[src/rtl/alarm_ctrl_if.sv]
// Bundle of sensor, reprogramming, timer and status signals around the alarm controller.
// Ports: ignicao/door_driver/door_pass sensors, reprogram/time_param_sel/time_value bank write,
//        expired from the timer, tmr_start/tmr_interval to the timer, alarme/desarmar/state status.
interface alarm_ctrl_if;
    logic       ignicao;
    logic       door_driver;
    logic       door_pass;
    logic       reprogram;
    logic [1:0] time_param_sel;
    logic [3:0] time_value;
    logic       expired;
    logic       tmr_start;
    logic [3:0] tmr_interval;
    logic       alarme;
    logic       desarmar;
    logic [2:0] state;

    // Environment side: drives sensors, bank writes and the timer expiry flag.
    modport master (
        output ignicao, door_driver, door_pass, reprogram, time_param_sel, time_value, expired,
        input  tmr_start, tmr_interval, alarme, desarmar, state
    );

    // Controller side.
    modport slave (
        input  ignicao, door_driver, door_pass, reprogram, time_param_sel, time_value, expired,
        output tmr_start, tmr_interval, alarme, desarmar, state
    );
endinterface

[src/rtl/alarm_ctrl.sv]
// Anti-theft alarm control FSM: arms/triggers/sounds/disarms and sequences the shared timer.
// Latency: inputs sampled at an edge, new state and all outputs registered on that same edge.
// Ports: clock, reset (sync, active-high), bus (alarm_ctrl_if.slave) carrying sensors, bank writes,
//        timer handshake (tmr_start/tmr_interval/expired) and status (alarme/desarmar/state).
module alarm_ctrl #(
    parameter logic [3:0] T_ARM_DELAY       = 4'd6,
    parameter logic [3:0] T_DRIVER_DELAY    = 4'd8,
    parameter logic [3:0] T_PASSENGER_DELAY = 4'd15,
    parameter logic [3:0] T_ALARM_ON        = 4'd10
) (
    input  logic        clock,
    input  logic        reset,
    alarm_ctrl_if.slave bus
);

    typedef enum logic [2:0] {
        ARMED         = 3'd0,
        TRIGGERED     = 3'd1,
        SOUND         = 3'd2,
        DISARMED      = 3'd3,
        DIS_IGN_OFF   = 3'd4,
        DIS_DOOR_OPEN = 3'd5,
        ARM_WAIT      = 3'd6
    } state_t;

    localparam logic [1:0] SEL_ARM   = 2'd0;
    localparam logic [1:0] SEL_DRV   = 2'd1;
    localparam logic [1:0] SEL_PASS  = 2'd2;
    localparam logic [1:0] SEL_ALARM = 2'd3;

    state_t     state_q;
    state_t     nxt;
    logic [3:0] param_q [4];
    logic       tmr_start_q;
    logic       blank_q;
    logic [3:0] ivl_q;
    logic       alarme_q;
    logic       desarmar_q;
    logic       start;
    logic [1:0] start_sel;
    logic       exp_ok;
    logic       any_door;

    // The timer may still be showing expiry from the previous phase for the
    // cycle of the restart pulse and the one after, so those samples are dropped.
    assign exp_ok   = bus.expired && !tmr_start_q && !blank_q;
    assign any_door = bus.door_driver || bus.door_pass;

    always_comb begin
        nxt       = state_q;
        start     = 1'b0;
        start_sel = SEL_ARM;
        case (state_q)
            ARMED: begin
                if (bus.ignicao) begin
                    nxt = DISARMED;
                end else if (bus.door_driver) begin
                    // Driver door wins when both doors open together.
                    nxt       = TRIGGERED;
                    start     = 1'b1;
                    start_sel = SEL_DRV;
                end else if (bus.door_pass) begin
                    nxt       = TRIGGERED;
                    start     = 1'b1;
                    start_sel = SEL_PASS;
                end
            end
            TRIGGERED: begin
                if (bus.ignicao) begin
                    nxt = DISARMED;
                end else if (exp_ok) begin
                    nxt       = SOUND;
                    start     = 1'b1;
                    start_sel = SEL_ALARM;
                end
            end
            SOUND: begin
                if (bus.ignicao) begin
                    nxt = DISARMED;
                end else if (exp_ok) begin
                    if (any_door) begin
                        start     = 1'b1;
                        start_sel = SEL_ALARM;
                    end else begin
                        nxt = ARMED;
                    end
                end
            end
            DISARMED: begin
                if (!bus.ignicao) nxt = DIS_IGN_OFF;
            end
            DIS_IGN_OFF: begin
                if (bus.ignicao)          nxt = DISARMED;
                else if (bus.door_driver) nxt = DIS_DOOR_OPEN;
            end
            DIS_DOOR_OPEN: begin
                if (bus.ignicao) begin
                    nxt = DISARMED;
                end else if (!bus.door_driver) begin
                    nxt       = ARM_WAIT;
                    start     = 1'b1;
                    start_sel = SEL_ARM;
                end
            end
            ARM_WAIT: begin
                // Reopening a door aborts arming without touching the timer.
                if (bus.ignicao)   nxt = DISARMED;
                else if (any_door) nxt = DIS_DOOR_OPEN;
                else if (exp_ok)   nxt = ARMED;
            end
            default: nxt = ARMED;
        endcase
    end

    always_ff @(posedge clock) begin
        if (reset) begin
            state_q     <= ARMED;
            tmr_start_q <= 1'b0;
            blank_q     <= 1'b0;
            ivl_q       <= 4'd0;
            alarme_q    <= 1'b0;
            desarmar_q  <= 1'b0;
            param_q[0]  <= T_ARM_DELAY;
            param_q[1]  <= T_DRIVER_DELAY;
            param_q[2]  <= T_PASSENGER_DELAY;
            param_q[3]  <= T_ALARM_ON;
        end else begin
            state_q     <= nxt;
            tmr_start_q <= start;
            blank_q     <= tmr_start_q;
            // A same-edge write lands after this read, so the interval uses the old value.
            if (start) ivl_q <= param_q[start_sel];
            alarme_q    <= (nxt == SOUND);
            desarmar_q  <= (nxt == DISARMED) || (nxt == DIS_IGN_OFF) ||
                           (nxt == DIS_DOOR_OPEN) || (nxt == ARM_WAIT);
            if (bus.reprogram && (bus.time_value != 4'd0))
                param_q[bus.time_param_sel] <= bus.time_value;
        end
    end

    assign bus.state        = state_q;
    assign bus.tmr_start    = tmr_start_q;
    assign bus.tmr_interval = ivl_q;
    assign bus.alarme       = alarme_q;
    assign bus.desarmar     = desarmar_q;

endmodule

[src/flat_wrapper.sv]
// flat-port wrapper written by rule: the top's interface ports become plain ports
module alarm_ctrl_flat 
#(
    parameter logic [3:0] T_ARM_DELAY       = 4'd6,
    parameter logic [3:0] T_DRIVER_DELAY    = 4'd8,
    parameter logic [3:0] T_PASSENGER_DELAY = 4'd15,
    parameter logic [3:0] T_ALARM_ON        = 4'd10
)
  (clock, reset, bus_ignicao, bus_door_driver, bus_door_pass, bus_reprogram, bus_time_param_sel, bus_time_value, bus_expired, bus_tmr_start, bus_tmr_interval, bus_alarme, bus_desarmar, bus_state);
  alarm_ctrl_if bus_i ();
  input  logic clock;
  input  logic reset;
  input wire logic [$bits(bus_i.ignicao)-1:0] bus_ignicao;
  input wire logic [$bits(bus_i.door_driver)-1:0] bus_door_driver;
  input wire logic [$bits(bus_i.door_pass)-1:0] bus_door_pass;
  input wire logic [$bits(bus_i.reprogram)-1:0] bus_reprogram;
  input wire logic [$bits(bus_i.time_param_sel)-1:0] bus_time_param_sel;
  input wire logic [$bits(bus_i.time_value)-1:0] bus_time_value;
  input wire logic [$bits(bus_i.expired)-1:0] bus_expired;
  output wire logic [$bits(bus_i.tmr_start)-1:0] bus_tmr_start;
  output wire logic [$bits(bus_i.tmr_interval)-1:0] bus_tmr_interval;
  output wire logic [$bits(bus_i.alarme)-1:0] bus_alarme;
  output wire logic [$bits(bus_i.desarmar)-1:0] bus_desarmar;
  output wire logic [$bits(bus_i.state)-1:0] bus_state;
  assign bus_i.ignicao = bus_ignicao;
  assign bus_i.door_driver = bus_door_driver;
  assign bus_i.door_pass = bus_door_pass;
  assign bus_i.reprogram = bus_reprogram;
  assign bus_i.time_param_sel = bus_time_param_sel;
  assign bus_i.time_value = bus_time_value;
  assign bus_i.expired = bus_expired;
  assign bus_tmr_start = bus_i.tmr_start;
  assign bus_tmr_interval = bus_i.tmr_interval;
  assign bus_alarme = bus_i.alarme;
  assign bus_desarmar = bus_i.desarmar;
  assign bus_state = bus_i.state;
  alarm_ctrl #(.T_ARM_DELAY(T_ARM_DELAY), .T_DRIVER_DELAY(T_DRIVER_DELAY), .T_PASSENGER_DELAY(T_PASSENGER_DELAY), .T_ALARM_ON(T_ALARM_ON)) u_core (.clock(clock), .reset(reset), .bus(bus_i));
endmodule
[config.mk]
export PLATFORM = sky130hd
export DESIGN_NAME = alarm_ctrl_flat
export DESIGN_NICKNAME = d
export VERILOG_FILES = /design/src/rtl/alarm_ctrl_if.sv /design/src/rtl/alarm_ctrl.sv /design/src/flat_wrapper.sv
export SDC_FILE = /design/constraint.sdc
export NUM_CORES = 1
export LEC_CHECK = 0
export CELL_PAD_IN_SITES_DETAIL_PLACEMENT = 1
export CELL_PAD_IN_SITES_GLOBAL_PLACEMENT = 2
export CORE_UTILIZATION = 36
export CTS_CLUSTER_DIAMETER = 40
export DETAILED_ROUTE_END_ITERATION = 8
export PLACE_DENSITY = 0.89
export RECOVER_POWER = 25
export REMOVE_ABC_BUFFERS = 1
export SKIP_LAST_GASP = 1
export SYNTH_ARGS = -nofsm -noshare
export SYNTH_HDL_FRONTEND = slang
export SYNTH_SLANG_ARGS = --single-unit
[constraint.sdc]
create_clock -name clock -period 5.2 [get_ports clock]
set_clock_uncertainty 0.15 [all_clocks]
set_input_delay 1.04 -clock clock [delete_from_list [all_inputs] [get_ports clock]]
set_output_delay 1.04 -clock clock [all_outputs]
set_load 0.02 [all_outputs]
==> metrics.txt, run 1 <==
yosys warns 0; Yosys top cell area share 33.2%; Tot Pwr 0.467 mW; DP Wirelength 2.42 mm; IO Pins 23; DRC errors left 0; fmax 318 MHz; wire per inst 15.2 um; Pins Over Slew Limit 0; Worst slew margin 53.9%; I/O Buffers 22; num rows 22; CTS tree built; share of post-route cells with drive strength above 1 9.94%; CTS HTree Levels 1; DRC marker count from the first detailed-route iteration 49; sequential fraction of the synthesis area 48.4%; commonest non-fill, non-tap cells in the layout 16 x edfxtp_1, 12 x nand2b_1, 12 x clkdlybuf4s50_1, 11 x dfxtp_1; flops & latches, synth 27; worst-path cell with the longest stage delay o41ai_1; static leakage 0.593 nW; number of nets in the layout 175; Area growth, synth to finish 19.3%; CP arrival 3.02 ns; clk sinks 27; Vias 1,160; Tcrit/Tclk final 60.4%; max cap viols 0; Clk Latency, worst-skew pair 0.27 ns; Root Driver clkbuf_8; Post-Syn Instances 143; Num CTS Buffers 3; setup violators final 0; CP Launch Type input port; multi-input logic area 681 um^2; Post-CTS Setup Inserts 0; Crit path top cell by count or2_2; Setup crit end kind register; WL final 3.18 mm; hold_buf cts 0; Core Area 3740 um^2; cts repair resizes 0; first-pass GRT wire length 5.35 mm; worst IR drop on VDD 0.112 mV; clock-pin slew on the worst setup and hold paths 0.08 ns; CP required 5.07 ns; RSZ-0062 raised after global routing false; synthesized area per cell 10.1 um^2; Synth Flop Type edfxtp_1; cell taking the most area after synthesis edfxtp_1; mapped cell area 1450 um^2; vias per cell 5.55; clock buffer depth 2; Register Area 701 um^2; Synth area leaders edfxtp_1 33%, dfxtp_1 15%, nand2b_1 5.2%, nor3_1 3.5%, or2_2 3.5%; initial antenna violation count 0; Final ANT Viol Nets 0; Filler cells 440; final hold vios 0; setup_tns 0 ns; routability congestion estimate 0.774; antenna diode count 0; number of synthesized flops with an enable pin 16; total track usage 16.5%; crit path max fanout 5; synth unique cells 40; status completed; crit path cell chain dlygate4sd3_1 -> o41ai_1 -> or2_2 -> nor3b_1 -> or2_2; pin count of the biggest net entering global routing 18; slowest stage delay, CP 0.70 ns; initial core utilization 38.6%; Worst Hold Class reg -> reg; total grt overflow 0; Die ar. 4280 um^2; vias in the first global route 1,181; critical path type in -> reg; worst-margin pin slew 0.683 ns; DR pass1 iterations 4; commonest non-fill, non-tap cell in the layout edfxtp_1; Async S/R FF share, synth 0%; Die Y 65.4 um; pwr dens 271 nW/um^2; crit path time final 3.14 ns; Die W 65.4 um
layer usage:
layer | wire (um) | GRT usage [%] | vias to the layer above
met5 | 0 | 0 | -
met4 | 55 | 7.34 | 0
met3 | 82 | 2.08 | 5
met2 | 1680 | 30.8 | 23
met1 | 1360 | 18.4 | 565
li1 | - | - | 567
metrics by stage:
stage                     setup slack (ns)  util [%]  instances  hold WS (ns)  area, um^2
after detailed placement              1.87      44.9        205         0.343        1680
after global routing                  1.91      46.1        209         0.386        1730
after CTS                             2.14      46.1        209         0.356        1730
final                                 2.06      46.1        209         0.346        1730
after floorplan                       2.62         -        135         0.413        1400
after global placement                1.92      44.9        205         0.340        1680
power by group:
| group | internal, mW | switching (mW) |
|---|---|---|
| logic | 0.0433 | 0.0505 |
| clock network | 0.0548 | 0.0617 |
| registers | 0.244 | 0.0130 |
| total | 0.342 | 0.125 |
sequential cells by signal, summed over array words and instances (netlist names):
| register | cells |
|---|---|
| u_core.blank_q | 1 |
| u_core.bus.tmr_start | 1 |
| u_core.bus.state | 3 |
| u_core.bus.desarmar | 1 |
| u_core.bus.tmr_interval | 4 |
| u_core.bus.alarme | 1 |
| u_core.param_q | 16 |
worst max-delay path, delay by kind of cell:
kind / cells / cell delay (ns)
simple gates: 3 / 0.67
compound gates: 1 / 0.70
buf+inv: 1 / 0.60
final cells by class:
type | count | area share [%]
Clock buffer | 4 | 2.61
Inverter | 5 | 1.09
Multi-Input combinational cell | 103 | 39.4
Sequential cell | 27 | 40.6
Tap cell | 48 | 3.48
Timing Repair Buffer | 22 | 12.8
cell families (layout without fill, tap and decap cells):
logic type             Yosys count  after routing  share of synthesized area (%)
DFF                             27             27                           48.4
buffers and inverters           13             31                           4.50
AOI/OAI and AO/OA               32             32                           15.7
muxes                            4              4                           3.11
and+or+nand+nor                 67             67                           28.3
cell usage after synthesis (all sizes together), types with 4 or more instances:
cell type and count:
nor2b 4, mux2 4, and2 7, a21oi 5
nand2b 12, inv 5, buf 6, dfxtp 11
o21ai 6, nor2 9, edfxtp 16, nor3 10
or2 8, a311oi 4, o2111ai 4, a31oi 4
path summary, 6_finish.rpt:
path              cells past startpoint  slack (ns)                          to                  from
setup / recovery                      5        2.06        u_core.param_q[2][0]     bus_time_value[1]
hold / removal                        1        0.35              u_core.blank_q  u_core.bus.tmr_start
setup reg to reg                      4        3.18  u_core.bus.tmr_interval[1]   u_core.bus.state[0]
hold reg to reg                       1        0.35              u_core.blank_q  u_core.bus.tmr_start
Note: power is estimated with default switching activity, not from simulation.
==> run 2: changes to the inputs <==
--- a/config.mk
+++ b/config.mk
@@ -7,10 +7,10 @@
 export LEC_CHECK = 0
 export CELL_PAD_IN_SITES_DETAIL_PLACEMENT = 1
 export CELL_PAD_IN_SITES_GLOBAL_PLACEMENT = 2
-export CORE_UTILIZATION = 36
+export CORE_UTILIZATION = 30
 export CTS_CLUSTER_DIAMETER = 40
 export DETAILED_ROUTE_END_ITERATION = 8
-export PLACE_DENSITY = 0.89
+export PLACE_DENSITY = 0.79
 export RECOVER_POWER = 25
 export REMOVE_ABC_BUFFERS = 1
 export SKIP_LAST_GASP = 1
==> constraint.sdc (replaced) <==
create_clock -name clock -period 2.6 [get_ports clock]
set_clock_uncertainty 0.15 [all_clocks]
set_input_delay 0.52 -clock clock [delete_from_list [all_inputs] [get_ports clock]]
set_output_delay 0.52 -clock clock [all_outputs]
set_load 0.02 [all_outputs]
==> metrics.txt, run 2 (same netlist as run 1, synthesis figures left out) <==
status completed; Die ar. 5100 um^2 (+19%); fmax 433 MHz; pwr dens 531 nW/um^2 (+96%); R2R setup slack 0.62 ns (-2.56 ns); static leakage 0.658 nW (+11%); Clk pwr share 25.4% (+0.5 points); number of nets in the layout 189 (+8.0%); Hold Path Stages 1 (unchanged); reg2reg start u_core.bus.state[1]; P_sw 0.275 mW (+120%); pin count of the biggest net entering global routing 17 (-1); Setup crit end kind output port; Core Area 4500 um^2 (+20%); HP Start u_core.bus.tmr_start; Worst Hold Class reg -> reg; DRC errors left 0 (unchanged); vias in the first global route 1,330 (+13%); final hold vios 0 (unchanged); combinational power share 21.8% (+1.7 points); Tot Pwr 0.973 mW (+110%); initial antenna violation count 0 (unchanged); vias per cell 5.33 (-3.9%); crit path time final 2.31 ns; Num CTS Buffers 3 (unchanged); antenna diode count 0 (unchanged); worst-margin pin slew 0.740 ns (+0.0574 ns); CTS tree built; CP required 1.93 ns (-3.14 ns); cells on worst reg2reg path 4 (unchanged); Worst slew margin 50.7% (-3.2 points); R2R Path End u_core.bus.desarmar; clk sinks 27 (unchanged); share of post-route cells with drive strength above 1 17.1% (+7.2 points); wire per inst 15.9 um (+4.4%); hold_buf cts 0 (unchanged); IO Pins 23 (unchanged); num rows 24 (+9.1%); CP bufs+invs 1 (unchanged); RSZ-0062 raised after global routing false; setup violators final 0 (unchanged); CTS HTree Levels 1 (unchanged); Critical path origin u_core.bus.state[0]; max reg flops 16 (unchanged); commonest non-fill, non-tap cell in the layout edfxtp_1; routability congestion estimate 0.791 (+2.1%); P_int 0.698 mW (+100%); total grt overflow 0 (unchanged); first-pass GRT wire length 6.07 mm (+13%); Sw Share 28.3% (+1.5 points); worst IR drop on VDD 0.176 mV (+58%); Die W 71.4 um (+9.3%); slowest stage delay, CP 0.70 ns (about the same); setup_tns 0 ns (unchanged); CP Launch Type register; critical path type reg -> out; DRC marker count from the first detailed-route iteration 44 (-10%); cts repair resizes 0 (unchanged); Final ANT Viol Nets 0 (unchanged); clock-pin slew on the worst setup and hold paths 0.10 ns (+0.02 ns); worst-path cell with the longest stage delay clkdlybuf4s50_1; Area growth, synth to finish 26.7%; commonest non-fill, non-tap cells in the layout 16 x edfxtp_1, 15 x clkdlybuf4s50_1, 13 x buf_4, 12 x nand2b_1, 11 x dfxtp_1; crit path max fanout 14 (+9); crit path cell chain clkdlybuf4s50_1; fin util 40.7% (-5.4 points); DP Wirelength 2.80 mm (+15%); Clk Latency, worst-skew pair 0.28 ns (about the same); Pins Over Slew Limit 0 (unchanged); multi-input logic area 681 um^2 (unchanged); initial core utilization 32.1% (-6.5 points); Register Area 701 um^2 (unchanged); Die Y 71.4 um (+9.3%); Root Driver clkbuf_8; Vias 1,211 (+4.4%); Filler cells 524 (+19%); WHS Endpoint u_core.blank_q; Tcrit/Tclk final 88.7%; CP arrival 1.64 ns (-1.38 ns); Reg power frac 52.8% (-2.2 points); max cap viols 0 (unchanged); DR pass1 iterations 4 (unchanged); CP top delay family buffers and inverters; WL final 3.61 mm (+13%); total track usage 15.2% (-1.3 points); I/O Buffers 22 (unchanged); clock buffer depth 2 (unchanged); largest register by flop count u_core.param_q; Post-CTS Setup Inserts 0 (unchanged)
==> run 2: cell count changes in the layout (fill, tap and decap cells not counted) <==
cell	previous run	this run
buf_4	0	13
clkdlybuf4s50_1	12	15
dlygate4sd3_1	10	7
clkinv_2	0	1
==> run 2: power groups by stage <==
stage	clock network, mW	registers (mW)	logic [mW]
2_1_floorplan	0	0.535	0.0915
3_3_place_gp	0	0.523	0.209
3_5_place_dp	0	0.526	0.216
4_1_cts	0.248	0.516	0.218
5_1_grt	0.270	0.519	0.230
6_report	0.247	0.514	0.212
==> run 2: worst max-delay path by stage <==
stage                                  to  depth (start not counted)  slack (ns)
5_1_grt                      bus_state[0]                          1        0.22
6_report                     bus_state[0]                          1        0.29
4_1_cts                      bus_state[0]                          1        0.28
2_1_floorplan        u_core.param_q[2][0]                          4        0.54
3_3_place_gp   u_core.bus.tmr_interval[0]                          5        0.15
3_5_place_dp         u_core.param_q[1][1]                          5        0.11
==> run 2: layout make-up <==
class	instances	share of cell area, %
inverters	5	1.02
flip-flops and latches	27	38.2
well taps	52	3.55
multi-input cells	103	37.1
repair buffers	36	17.5
clock inverters	1	0.273
clock buffers	3	2.25
==> run 2: per-layer routing <==
layer	vias up	wire, um	track usage [%]
met1	593	1520	16.9
met3	6	95	2.53
met5	-	0	0
li1	590	-	-
met2	22	1960	29.7
met4	0	38	3.33
==> run 2: per-stage QoR <==
| step | setup WS, ns | std cells | hold slack (ns) | cell area [um^2] |
|---|---|---|---|---|
| 2_1_floorplan | 0.535 | 135 | 0.413 | 1400 |
| 3_3_place_gp | 0.147 | 223 | 0.335 | 1790 |
| 3_5_place_dp | 0.106 | 223 | 0.352 | 1790 |
| 4_1_cts | 0.277 | 227 | 0.365 | 1840 |
| 5_1_grt | 0.220 | 227 | 0.380 | 1830 |
| 6_report | 0.293 | 227 | 0.357 | 1830 |
==> run 3: changes to the inputs <==
--- a/config.mk
+++ b/config.mk
@@ -17,3 +17,4 @@
 export SYNTH_ARGS = -nofsm -noshare
 export SYNTH_HDL_FRONTEND = slang
 export SYNTH_SLANG_ARGS = --single-unit
+export TNS_END_PERCENT = 10
==> results of run 3 <==
Same layout as run 2: the final DEF is identical, and so are final timing and power.
